`config.mk`:
```
export PLATFORM = sky130hd
export DESIGN_NAME = ncc_job_scheduler
export DESIGN_NICKNAME = d
export VERILOG_FILES = /design/src/rtl/ncc_job_scheduler.sv
export SDC_FILE = /design/constraint.sdc
export NUM_CORES = 1
export LEC_CHECK = 0
export BUFFER_PORTS_ARGS = -buffer_cell sky130_fd_sc_hd__buf_4
export CORE_ASPECT_RATIO = 1.5
export CORE_UTILIZATION = 56
export DETAILED_ROUTE_END_ITERATION = 10
export GPL_ROUTABILITY_DRIVEN = 0
export HOLD_SLACK_MARGIN = 0.1
export PLACE_DENSITY_LB_ADDON = 0.05
export SYNTH_ARGS = -nofsm -noshare
export SYNTH_HDL_FRONTEND = slang
export SYNTH_SLANG_ARGS = --single-unit
```
`constraint.sdc`:
```
create_clock -name clk -period 5.8 [get_ports clk]
set_input_delay 0.58 -clock clk [delete_from_list [all_inputs] [get_ports clk]]
set_output_delay 0.58 -clock clk [all_outputs]
set_load 0.01 [all_outputs]
```
`src/rtl/ncc_job_scheduler.sv`:
```
// Job sequencer for the 16x16 NCC array: descriptor load, window stream, best match.
// Optional early exit on a score threshold when NCC_SCHED_THRESH_EN is defined.
module ncc_job_scheduler #(
  parameter int DESC_WORDS    = 64,
  parameter int NUM_WINDOWS   = 150,
  parameter int SCORE_W       = 64,
  parameter int IDX_W         = 9,
  parameter int SETTLE_CYCLES = 1
) (
  input  logic               clk,
  input  logic               rst,
  input  logic               start,
  input  logic               abort,
  output logic               busy,
  input  logic               desc_in_valid,
  output logic               desc_in_ready,
  input  logic [31:0]        desc_in_data,
  input  logic               win_in_valid,
  output logic               win_in_ready,
  output logic               arr_desc_load,
  output logic [31:0]        arr_desc_data,
  output logic               arr_win_load,
  input  logic [SCORE_W-1:0] arr_score,
`ifdef NCC_SCHED_THRESH_EN
  input  logic [SCORE_W-1:0] thresh,
`endif
  output logic               done,
  output logic               result_valid,
  output logic [SCORE_W-1:0] best_score,
  output logic [IDX_W-1:0]   best_index
);

  localparam logic [2:0] IDLE   = 3'd0;
  localparam logic [2:0] DESC   = 3'd1;
  localparam logic [2:0] WIN    = 3'd2;
  localparam logic [2:0] SETTLE = 3'd3;
  localparam logic [2:0] DONE   = 3'd4;

  localparam int DCW = (DESC_WORDS > 1) ? $clog2(DESC_WORDS) : 1;
  localparam int SCW = $clog2(SETTLE_CYCLES + 1);

  logic [2:0]       state;
  logic [DCW-1:0]   desc_cnt;
  logic [IDX_W-1:0] win_cnt;
  logic [SCW-1:0]   settle_cnt;

  logic desc_last;
  logic win_last;
  logic settle_last;
  logic better;
  logic hit;

  assign desc_last   = desc_cnt == DCW'(DESC_WORDS - 1);
  assign win_last    = win_cnt == IDX_W'(NUM_WINDOWS - 1);
  assign settle_last = settle_cnt == '0;
  assign better      = arr_score > best_score;

`ifdef NCC_SCHED_THRESH_EN
  assign hit = arr_score >= thresh;
`else
  assign hit = 1'b0;
`endif

  // Ready is withheld under abort so a coincident handshake is never consumed.
  assign busy          = state != IDLE;
  assign desc_in_ready = (state == DESC) && !abort;
  assign win_in_ready  = (state == WIN) && !abort;
  assign arr_win_load  = win_in_ready && win_in_valid;
  assign done          = (state == DONE) && !abort;

  always_ff @(posedge clk or posedge rst) begin
    if (rst) begin
      state         <= IDLE;
      desc_cnt      <= '0;
      win_cnt       <= '0;
      settle_cnt    <= '0;
      arr_desc_load <= 1'b0;
      arr_desc_data <= '0;
      result_valid  <= 1'b0;
      best_score    <= '0;
      best_index    <= '0;
    end else begin
      arr_desc_load <= 1'b0;
      if (abort && state != IDLE) begin
        state <= IDLE;
      end else begin
        case (state)
          IDLE: begin
            if (start && !abort) begin
              best_score   <= '0;
              best_index   <= '0;
              result_valid <= 1'b0;
              desc_cnt     <= '0;
              win_cnt      <= '0;
              state        <= DESC;
            end
          end
          DESC: begin
            if (desc_in_valid) begin
              arr_desc_data <= desc_in_data;
              arr_desc_load <= 1'b1;
              desc_cnt      <= desc_cnt + DCW'(1);
              if (desc_last)
                state <= WIN;
            end
          end
          WIN: begin
            if (win_in_valid) begin
              settle_cnt <= SCW'(SETTLE_CYCLES - 1);
              state      <= SETTLE;
            end
          end
          SETTLE: begin
            if (!settle_last) begin
              settle_cnt <= settle_cnt - SCW'(1);
            end else begin
              // Strict compare: ties keep the earlier window.
              if (hit || better) begin
                best_score <= arr_score;
                best_index <= win_cnt;
              end
              win_cnt <= win_cnt + IDX_W'(1);
              if (hit || win_last)
                state <= DONE;
              else
                state <= WIN;
            end
          end
          DONE: begin
            result_valid <= 1'b1;
            state        <= IDLE;
          end
          default: state <= IDLE;
        endcase
      end
    end
  end

endmodule

```
==> run_results.csv, run 1 <==
group,metric,value,unit
synthesis,ys.flop_type,"dfrtp_1",
clock_network,post-cts-setup-buffers,0,
clock_network,cts_hold_buf,0,
timing,max_freq,297.3,MHz
final_layout,layout-drive-gt1-share,0.3291,
critical_path,endpoint_kind,"register",
detailed_routing,vias,5884,
critical_path,crit_slowest_cell,"nor2_4",
timing,min_period_over_period,0.5800,
synthesis,synth_warnings,0,
timing,finClkSkew,0.01018,ns
synthesis,synth_cells,722,
power_and_ir_drop,power_density,267.0,nW/um^2
critical_path,crit_buf_inv,2,
floorplan,die_area,12720,sq um
min_path,hold_class,"in2async",
place,port_buffers,213,
final_layout,nets,1104,
detailed_routing,route.detailed.drc,0,
global_route,antenna_found_initial,0,
critical_path,worstSetupStartpointType,"register",
power_and_ir_drop,vdd_drop_max,0.0002523,V
critical_path,cp.arrival,3.66,ns
clock_network,cts_resized,0,
timing,slew_headroom,0.4417,
timing,setup_tns,0,ns
timing,tightest_slew,0.8375,ns
final_layout,syn_to_final_growth,34.08,%
critical_path,slowest_delay,0.50,ns
floorplan,ios,214,
place,hpwl,12710,um
final_layout,stdcell_area,9210,sq um
critical_path,critPathMaxFanout,26,
detailed_routing,vias_per_cell,5.344,
global_route,grt_pass1_vias,5949,
detailed_routing,wl,17400,um
critical_path,crit_required,6.09,ns
synthesis,avgSynthCellArea,9.514,sq um
global_route,grt.overflow.total,0,
synthesis,yosysSeqAreaShare,0.4554,
synthesis,async_flop_share,1.000,
floorplan,core,11960,sq um
synthesis,yosys-top-cells-area,"dfrtp_1 (46%), ha_1 (12%), mux2_2 (9.5%), nand2_1 (7.5%), nor2_1 (4.6%)",
synthesis,synth_seq_cells,125,
synthesis,synth_most_common_cell,"nand2_1",
floorplan,initial_core_util,0.5746,
final_layout,n_antenna_cell,0,
power_and_ir_drop,leakage,4.731,nW
timing,rsz0062_at_grt,"no",
floorplan,die_h,137.6,um
global_route,grt_use_total,0.2799,
synthesis,synth_top_area_frac,0.4554,
run,cap_violations,0,
synthesis,synth_top_area_cell,"dfrtp_1",
timing,hold_violations,0,
timing,maxSlewViolCount,0,
place,dp_slack,2.145,ns
synthesis,netlist_top_cells_count,"nand2_1 (137), dfrtp_1 (125), nor2_1 (84), inv_1 (78), ha_1 (67)",
critical_path,cp_top_family,"simple AND/OR/NAND/NOR gates",
detailed_routing,antenna_left,0,
clock_network,clock-root-buffer,"clkbuf_16",
clock_network,clk_pin_slew,0.06,ns
timing,fin_crit,3.364,ns
timing,fin_ws,2.436,ns
critical_path,worstPathCellList,"inv_1 -> ha_1 -> nand4_1 -> nor4_4 -> nand3_1 -> o22ai_1 -> nor4_1 -> nor2_4 -> buf_4 -> mux2_2",
detailed_routing,first_pass_iters,5,
global_route,grt_pass1_wl,27670,um
synthesis,synth_cell_type_count,37,
synthesis,synth_area,6869,sq um
clock_network,clkSinkCount,125,
synthesis,synth_edf_count,0,
clock_network,cts_tree,"done",
clock_network,numCtsBuffers,17,
global_route,grt_max_degree,65,
place,post_dp_cell_area,8562,sq um
floorplan,floorplan.rows,49,
synthesis,syn-num-nets,891,
clock_network,clk_latency,0.42,ns
critical_path,crit_type,"reg2reg",
timing,setup_violations,0,
detailed_routing,wl_per_cell,15.80,um
clock_network,htreeDepth,4,
run_status,status,"complete, no violations",
detailed_routing,detailedRoute.firstIterationViolations,194,
clock_network,cts_buffer_depth,2,
floorplan,die_x,92.43,um
registers in the layout, indices dropped and copies added, names as in the netlist:
| signal | cells |
|---|---|
| best_score | 64 |
| arr_desc_data | 32 |
| best_index | 9 |
| win_cnt | 9 |
| desc_cnt | 6 |
| state | 3 |
| arr_desc_load | 1 |
| result_valid | 1 |
per-layer routing:
metal  GRT usage  share of wire  vias to the layer above
met4      0.1215          0.026                        0
met2      0.4979           0.53                      199
met5           0              0                        -
li1            -              -                     2828
met1      0.3234           0.39                     2825
met3     0.05850          0.052                       32
worst paths after layout:
path | slack [ns] | depth (start not counted) | endpoint | start
worst max-delay path | 2.44 | 10 | best_score[1]$_DFFE_PP0P_ | best_score[61]$_DFFE_PP0P_
worst min-delay path | 0.35 | 2 | best_score[27]$_DFFE_PP0P_ | rst
worst max register to register | 2.44 | 10 | best_score[1]$_DFFE_PP0P_ | best_score[61]$_DFFE_PP0P_
worst min register to register | 0.48 | 2 | arr_desc_data[0]$_DFFE_PP0P_ | arr_desc_data[0]$_DFFE_PP0P_
max in group asynchronous | 4.13 | 3 | best_score[8]$_DFFE_PP0P_ | rst
min in group clk | 0.35 | 3 | arr_desc_data[17]$_DFFE_PP0P_ | desc_in_data[17]
cells by family after synthesis:
kind of cell             count (synthesis)  share of synthesized area
AO/OA/AOI/OAI                           60                    0.04973
flip-flops                             125                     0.4554
multiplexers                            74                     0.1193
XOR/XNOR                                 9                    0.01148
buffers and inverters                  103                    0.06339
adder cells (fa/ha/maj)                 67                     0.1220
AND/OR/NAND/NOR                        284                     0.1787
layout by cell type (no fill, tap or decap), types with 2 or more instances in the layout:
cell type,instances
a21oi_1,28
a221oi_1,5
a22oi_1,2
and2_1,3
and3_1,3
and4_1,2
buf_4,218
bufinv_16,5
clkbuf_16,17
clkinv_2,2
clkinv_4,5
clkinvlp_4,2
dfrtp_1,125
ha_1,67
inv_1,77
mux2_1,5
mux2_2,58
mux2i_1,11
nand2_1,137
nand2b_1,3
nand3_1,12
nand4_1,22
nor2_1,84
nor2b_1,3
nor3_1,6
nor4_1,3
o211ai_1,2
o21ai_0,18
o22ai_1,2
or3_1,2
xnor2_1,7
xor2_1,2
area by class of cell:
| type | count | area, sq um |
|---|---|---|
| clock inverters | 14 | 219.0 |
| fillers | 825 | 2745 |
| repair buffers | 218 | 1637 |
| flip-flops and latches | 125 | 3128 |
| well taps | 153 | 191.4 |
| clock buffers | 18 | 429.2 |
| inverters | 79 | 299.0 |
| multi-input cells | 494 | 3307 |
where the power goes:
part | internal, W | total [W] | switching (W)
combinational | 0.000159 | 0.000327 | 0.000168
clock | 0.000764 | 0.00117 | 0.000407
sequential | 0.000927 | 0.000961 | 0.0000341
total | 0.00185 | 0.00246 | 0.000609
through the flow:
stage	total power, W	utilization	hold slack (ns)	cells
3_5_place_dp	0.001304	0.7162	0.4628	1069
5_1_grt	0.002548	0.7704	0.3476	1101
3_3_place_gp	0.001290	0.7162	0.4599	1069
6_report	0.002459	0.7704	0.3482	1101
2_1_floorplan	0.001117	-	0.4712	722
4_1_cts	0.002472	0.7704	0.3420	1101
Note: power is estimated with default switching activity, not from simulation.
==> run 2: changes to the inputs <==
Settings changed: CORE_UTILIZATION 56 to 52.
Clock period 5.8 ns to 3.4 ns, I/O delays scaled along.
==> run 2 against run 1 <==
Wire length fell by 3.8%. Clock skew fell by 0.0017 ns. Final cell count rose by 1.3%. Utilization fell by 5.6 points. Largest power group unchanged. Critical path depth did not move. Global-route usage fell by 2.6 points. Fmax rose by 13%. Critical path type unchanged. Sequential share of layout area fell by 0.17 points. First-iteration DRC count did not move. Highest routed layer unchanged.
==> run_results.csv, run 2 (synthesis gave the netlist of run 1 again) <==
group,metric,value,unit
place,port_buffers,213,
place,dp.cells,1074,
clock_network,cts_resized,0,
run_status,status,"complete, no violations",
final_layout,fillers,1033,
timing,setup_tns,0,ns
critical_path,worstSetupStartpointType,"register",
clock_network,numCtsBuffers,17,
detailed_routing,first_pass_iters,4,
timing,slew_headroom,0.5367,
place,hpwl,12220,um
floorplan,die_x,95.85,um
timing,tightest_slew,0.6949,ns
clock_network,cts_buffer_depth,2,
run,cap_violations,0,
timing,max_freq,334.6,MHz
global_route,grt_use_total,0.2543,
min_path,hold_class,"in2async",
global_route,grt_pass1_wl,26590,um
clock_network,clock-root-buffer,"clkbuf_16",
critical_path,crit_required,3.70,ns
timing,maxSlewViolCount,0,
final_layout,top_regs,"best_score x64, arr_desc_data x32",
final_layout,n_antenna_cell,0,
critical_path,critPathMaxFanout,73,
final_layout,finalNonFillerCells,1115,
critical_path,cp.arrival,3.29,ns
detailed_routing,route.detailed.drc,0,
clock_network,post-cts-setup-buffers,0,
critical_path,endpoint_kind,"register",
final_layout,syn_to_final_growth,34.74,%
power_and_ir_drop,vdd_drop_max,0.0003471,V
floorplan,initial_core_util,0.5303,
timing,rsz0062_at_grt,"no",
critical_path,reg2reg_slack,0.41,ns
clock_network,clk_pin_slew,0.06,ns
final_layout,top_register,"best_score",
timing,finClkSkew,0.008528,ns
clock_network,htreeDepth,4,
clock_network,clk_latency,0.42,ns
detailed_routing,detailedRoute.firstIterationViolations,194,
final_layout,layout-drive-gt1-share,0.3253,
timing,hold_violations,0,
clock_network,cts_hold_buf,6,
final_layout,nets,1112,
detailed_routing,wl_per_cell,15.01,um
power_and_ir_drop,leakage,4.724,nW
floorplan,die_area,13680,sq um
power_and_ir_drop,power_density,425.6,nW/um^2
global_route,grt_pass1_vias,5832,
critical_path,cp-startpoint,"best_score[62]$_DFFE_PP0P_",
critical_path,crit_type,"reg2reg",
final_layout,largest_register_ffs,64,
global_route,grt_max_degree,126,
power_and_ir_drop,power.total,0.003939,W
timing,min_period_over_period,0.8790,
detailed_routing,vias_per_cell,5.204,
floorplan,core,12950,sq um
floorplan,floorplan.rows,51,
detailed_routing,antenna_left,0,
final_layout,layout_common_cells,"buf_4 (214), nand2_1 (137), dfrtp_1 (125), nor2_1 (84), inv_1 (77)",
clock_network,cts_tree,"done",
floorplan,ios,214,
global_route,antenna_found_initial,0,
detailed_routing,vias,5803,
timing,setup_violations,0,
final_layout,layout_commonest_cell,"buf_4",
floorplan,die_h,142.8,um
critical_path,r2r_start,"best_score[62]$_DFFE_PP0P_",
detailed_routing,wl,16740,um
timing,fin_crit,2.989,ns
clock_network,clkSinkCount,125,
global_route,grt.overflow.total,0,
==> run 2: cell count changes in the layout (fill, tap and decap cells not counted) <==
cell	previous run	this run
bufinv_16	5	1
inv_6	0	5
inv_4	1	0
clkinvlp_4	2	5
clkinv_4	5	3
clkinv_2	2	1
dlygate4sd3_1	0	9
buf_4	218	214
buf_12	0	3
==> run 2: layout make-up <==
type / count / area [sq um] / area share
Inverter: 79 / 300.3 / 0.03245
Timing Repair Buffer: 226 / 1757 / 0.1898
Multi-Input combinational cell: 494 / 3307 / 0.3573
Sequential cell: 125 / 3128 / 0.3380
Clock buffer: 18 / 429.2 / 0.04637
Clock inverter: 14 / 135.1 / 0.01460
Tap cell: 159 / 198.9 / 0.02150
==> run 2: per-layer routing <==
metal	wire, um	vias up	track usage	part of all wire
met5	0	-	0	0
met4	514	0	0.1068	0.031
met3	788	42	0.06070	0.047
met2	9000	166	0.4519	0.54
met1	6438	2754	0.2853	0.38
li1	-	2841	-	-
==> run 2: final timing paths <==
path / end / cells past startpoint
worst min register to register: arr_desc_data[13]$_DFFE_PP0P_ / 2
worst max register to register: best_score[16]$_DFFE_PP0P_ / 10
max in group asynchronous: best_score[15]$_DFFE_PP0P_ / 3
worst min-delay path: arr_desc_data[29]$_DFFE_PP0P_ / 3
worst max-delay path: best_score[16]$_DFFE_PP0P_ / 10
min in group clk: arr_desc_data[14]$_DFFE_PP0P_ / 3
==> run 2: power breakdown <==
group	switching, W	leakage (nW)	internal, W	total, W
clock	0.000716	0.264	0.00102	0.00173
sequential	0.0000544	1.70	0.00158	0.00164
combinational	0.000288	2.76	0.000282	0.000570
total	0.00106	4.72	0.00288	0.00394
==> run 2: worst max-delay path, stage by stage (launching register included) <==
cell	delay, ns
dfrtp_1	0.36
inv_1	0.06
ha_1	0.32
nand4_1	0.21
nor4_4	0.50
nand4_1	0.19
a31oi_1	0.22
nor4_1	0.10
nor2_4	0.13
buf_12	0.37
mux2_2	0.39
==> run 2: through the flow <==
step	util	setup slack, ns	hold WS (ns)	cell area, sq um
6_report	0.7145	0.4113	0.1113	9255
5_1_grt	0.7145	0.2352	0.1009	9255
4_1_cts	0.7122	0.3901	0.1009	9225
3_5_place_dp	0.6640	0.3402	0.4634	8601
3_3_place_gp	0.6640	0.4372	0.4601	8601
2_1_floorplan	-	0.8407	0.4108	6873
==> run 3: changes to the inputs <==
Settings changed: REMOVE_ABC_BUFFERS set to 1.
==> run 3 against run 2 <==
Fmax is 2.1% lower. Global-route usage is 0.73 points higher. Worst setup slack worse by 0.065 ns. Via count is 0.57% lower. Combinational power is 2% lower. Final cell count is 0.45% lower. Clock-buffer cell count is 4 higher. Critical path type unchanged.
==> run_results.csv, run 3 (synthesis gave the netlist of run 1 again) <==
group,metric,value,unit
run_status,status,"complete, no violations",
final_layout,final_util,0.7120,
final_layout,n_antenna_cell,0,
final_layout,layout-drive-gt1-share,0.3291,
clock_network,clock-root-buffer,"clkbuf_16",
final_layout,largest_register_ffs,64,
timing,holdWs,0.1149,ns
critical_path,cp-startpoint,"best_score[61]$_DFFE_PP0P_",
detailed_routing,wl_per_cell,15.27,um
final_layout,layout_common_cells,"buf_4 (218), nand2_1 (137), dfrtp_1 (125), nor2_1 (84), inv_1 (77)",
clock_network,clkSinkCount,125,
clock_network,clk_latency,0.41,ns
floorplan,ios,214,
critical_path,worstSetupStartpointType,"register",
critical_path,endpoint_kind,"register",
critical_path,r2r_start,"best_score[61]$_DFFE_PP0P_",
floorplan,floorplan.rows,51,
detailed_routing,vias,5770,
clock_network,numCtsBuffers,17,
final_layout,top_regs,"best_score x64, arr_desc_data x32",
timing,finClkSkew,0.009886,ns
run,cap_violations,0,
detailed_routing,first_pass_iters,4,
detailed_routing,antenna_left,0,
critical_path,crit_type,"reg2reg",
timing,min_period_over_period,0.8981,
place,hpwl,12510,um
detailed_routing,route.detailed.drc,0,
floorplan,die_x,95.85,um
clock_network,post-cts-setup-buffers,0,
floorplan,initial_core_util,0.5303,
timing,hold_violations,0,
final_layout,multi_input_area,3307,sq um
clock_network,htreeDepth,4,
final_layout,nets,1107,
power_and_ir_drop,power_density,441.2,nW/um^2
final_layout,fillers,1005,
place,port_buffers,213,
floorplan,core,12950,sq um
place,post_dp_cell_area,8597,sq um
critical_path,crit_required,3.69,ns
clock_network,cts_buffer_depth,2,
critical_path,critPathMaxFanout,48,
final_layout,stdcell_area,9223,sq um
global_route,grt_use_total,0.2615,
power_and_ir_drop,leakage,4.738,nW
power_and_ir_drop,power.total,0.004069,W
floorplan,die_h,142.8,um
clock_network,clk_pin_slew,0.06,ns
min_path,hold_class,"in2reg",
timing,setup_tns,0,ns
critical_path,cp.arrival,3.34,ns
global_route,grt_pass1_vias,5993,
timing,maxSlewViolCount,0,
timing,setup_violations,0,
final_layout,regArea,3128,sq um
global_route,grt_max_degree,81,
clock_network,cts_tree,"done",
timing,slew_headroom,0.6016,
global_route,grt.overflow.total,0,
floorplan,die_area,13680,sq um
detailed_routing,vias_per_cell,5.198,
min_path,worstHoldStart,"abort",
timing,fin_crit,3.054,ns
detailed_routing,detailedRoute.firstIterationViolations,220,
final_layout,layout_commonest_cell,"buf_4",
timing,rsz0062_at_grt,"no",
global_route,grt_pass1_wl,27340,um
final_layout,syn_to_final_growth,34.26,%
power_and_ir_drop,vdd_drop_max,0.0003789,V
timing,tightest_slew,0.5967,ns
timing,max_freq,327.5,MHz
final_layout,top_register,"best_score",
detailed_routing,wl,16960,um
global_route,antenna_found_initial,0,
==> run 3: changes by cell type in the layout (fill, tap and decap cells not counted), sizes merged <==
cell / before / now
bufinv: 1 / 3
buf: 217 / 220
clkinvlp: 5 / 2
clkbuf: 18 / 22
clkinv: 4 / 5
inv: 83 / 79
dlygate4sd3: 9 / 1
==> run 3: path summary, 6_finish.rpt <==
check	end	slack, ns	depth (start not counted)
setup / recovery	best_score[24]$_DFFE_PP0P_	0.35	10
hold / removal	state[1]$_DFFE_PP0P_	0.11	2
setup reg to reg	best_score[24]$_DFFE_PP0P_	0.35	10
hold reg to reg	arr_desc_data[8]$_DFFE_PP0P_	0.47	2
max in group asynchronous	best_index[6]$_DFFE_PP0P_	1.99	4
min in group asynchronous	arr_desc_data[9]$_DFFE_PP0P_	0.56	3
==> run 3: area by class of cell <==
type	instances	area share
Clock inverter	10	0.01492
Inverter	79	0.03242
Tap cell	159	0.02157
Timing Repair Buffer	221	0.1819
Clock buffer	22	0.05142
Multi-Input combinational cell	494	0.3586
Sequential cell	125	0.3392
==> run 3: timing repair <==
item / in CTS / in global routing
hold endpoints to repair: 45 / 0
endpoints found under the setup margin: 0 / 10
gates resized for setup: 0 / 1
hold buffers: 1 / 0
==> run 3: power by group <==
part,internal (W),switching (W)
Combinational,0.000274,0.000282
Clock,0.00121,0.000666
Sequential,0.00158,0.0000554
==> run 3: layer usage <==
layer	global-route usage	wire, um	share of wire	vias up
met2	0.4613	8833	0.52	163
met1	0.2891	6539	0.39	2745
met4	0.1060	515	0.030	0
li1	-	-	-	2828
met3	0.07668	1066	0.063	34
met5	0	0	0	-
==> run 3: worst max-delay path, cell delays in order (launching register included) <==
cell and delay (ns):
dfrtp_1 0.36, inv_1 0.06, ha_1 0.29, nand4_1 0.23
nor4_4 0.51, nand4_1 0.19, a31oi_1 0.22, nor4_1 0.10
nor2_4 0.13, buf_6 0.41, mux2_2 0.40
==> run 3: metrics by stage <==
stage | setup WS [ns] | std cells
floorplan | -0.2676 | 698
global placement | 0.3476 | 1077
detailed placement | 0.1591 | 1077
CTS | 0.1909 | 1110
global route | 0.1338 | 1110
finish | 0.3465 | 1110
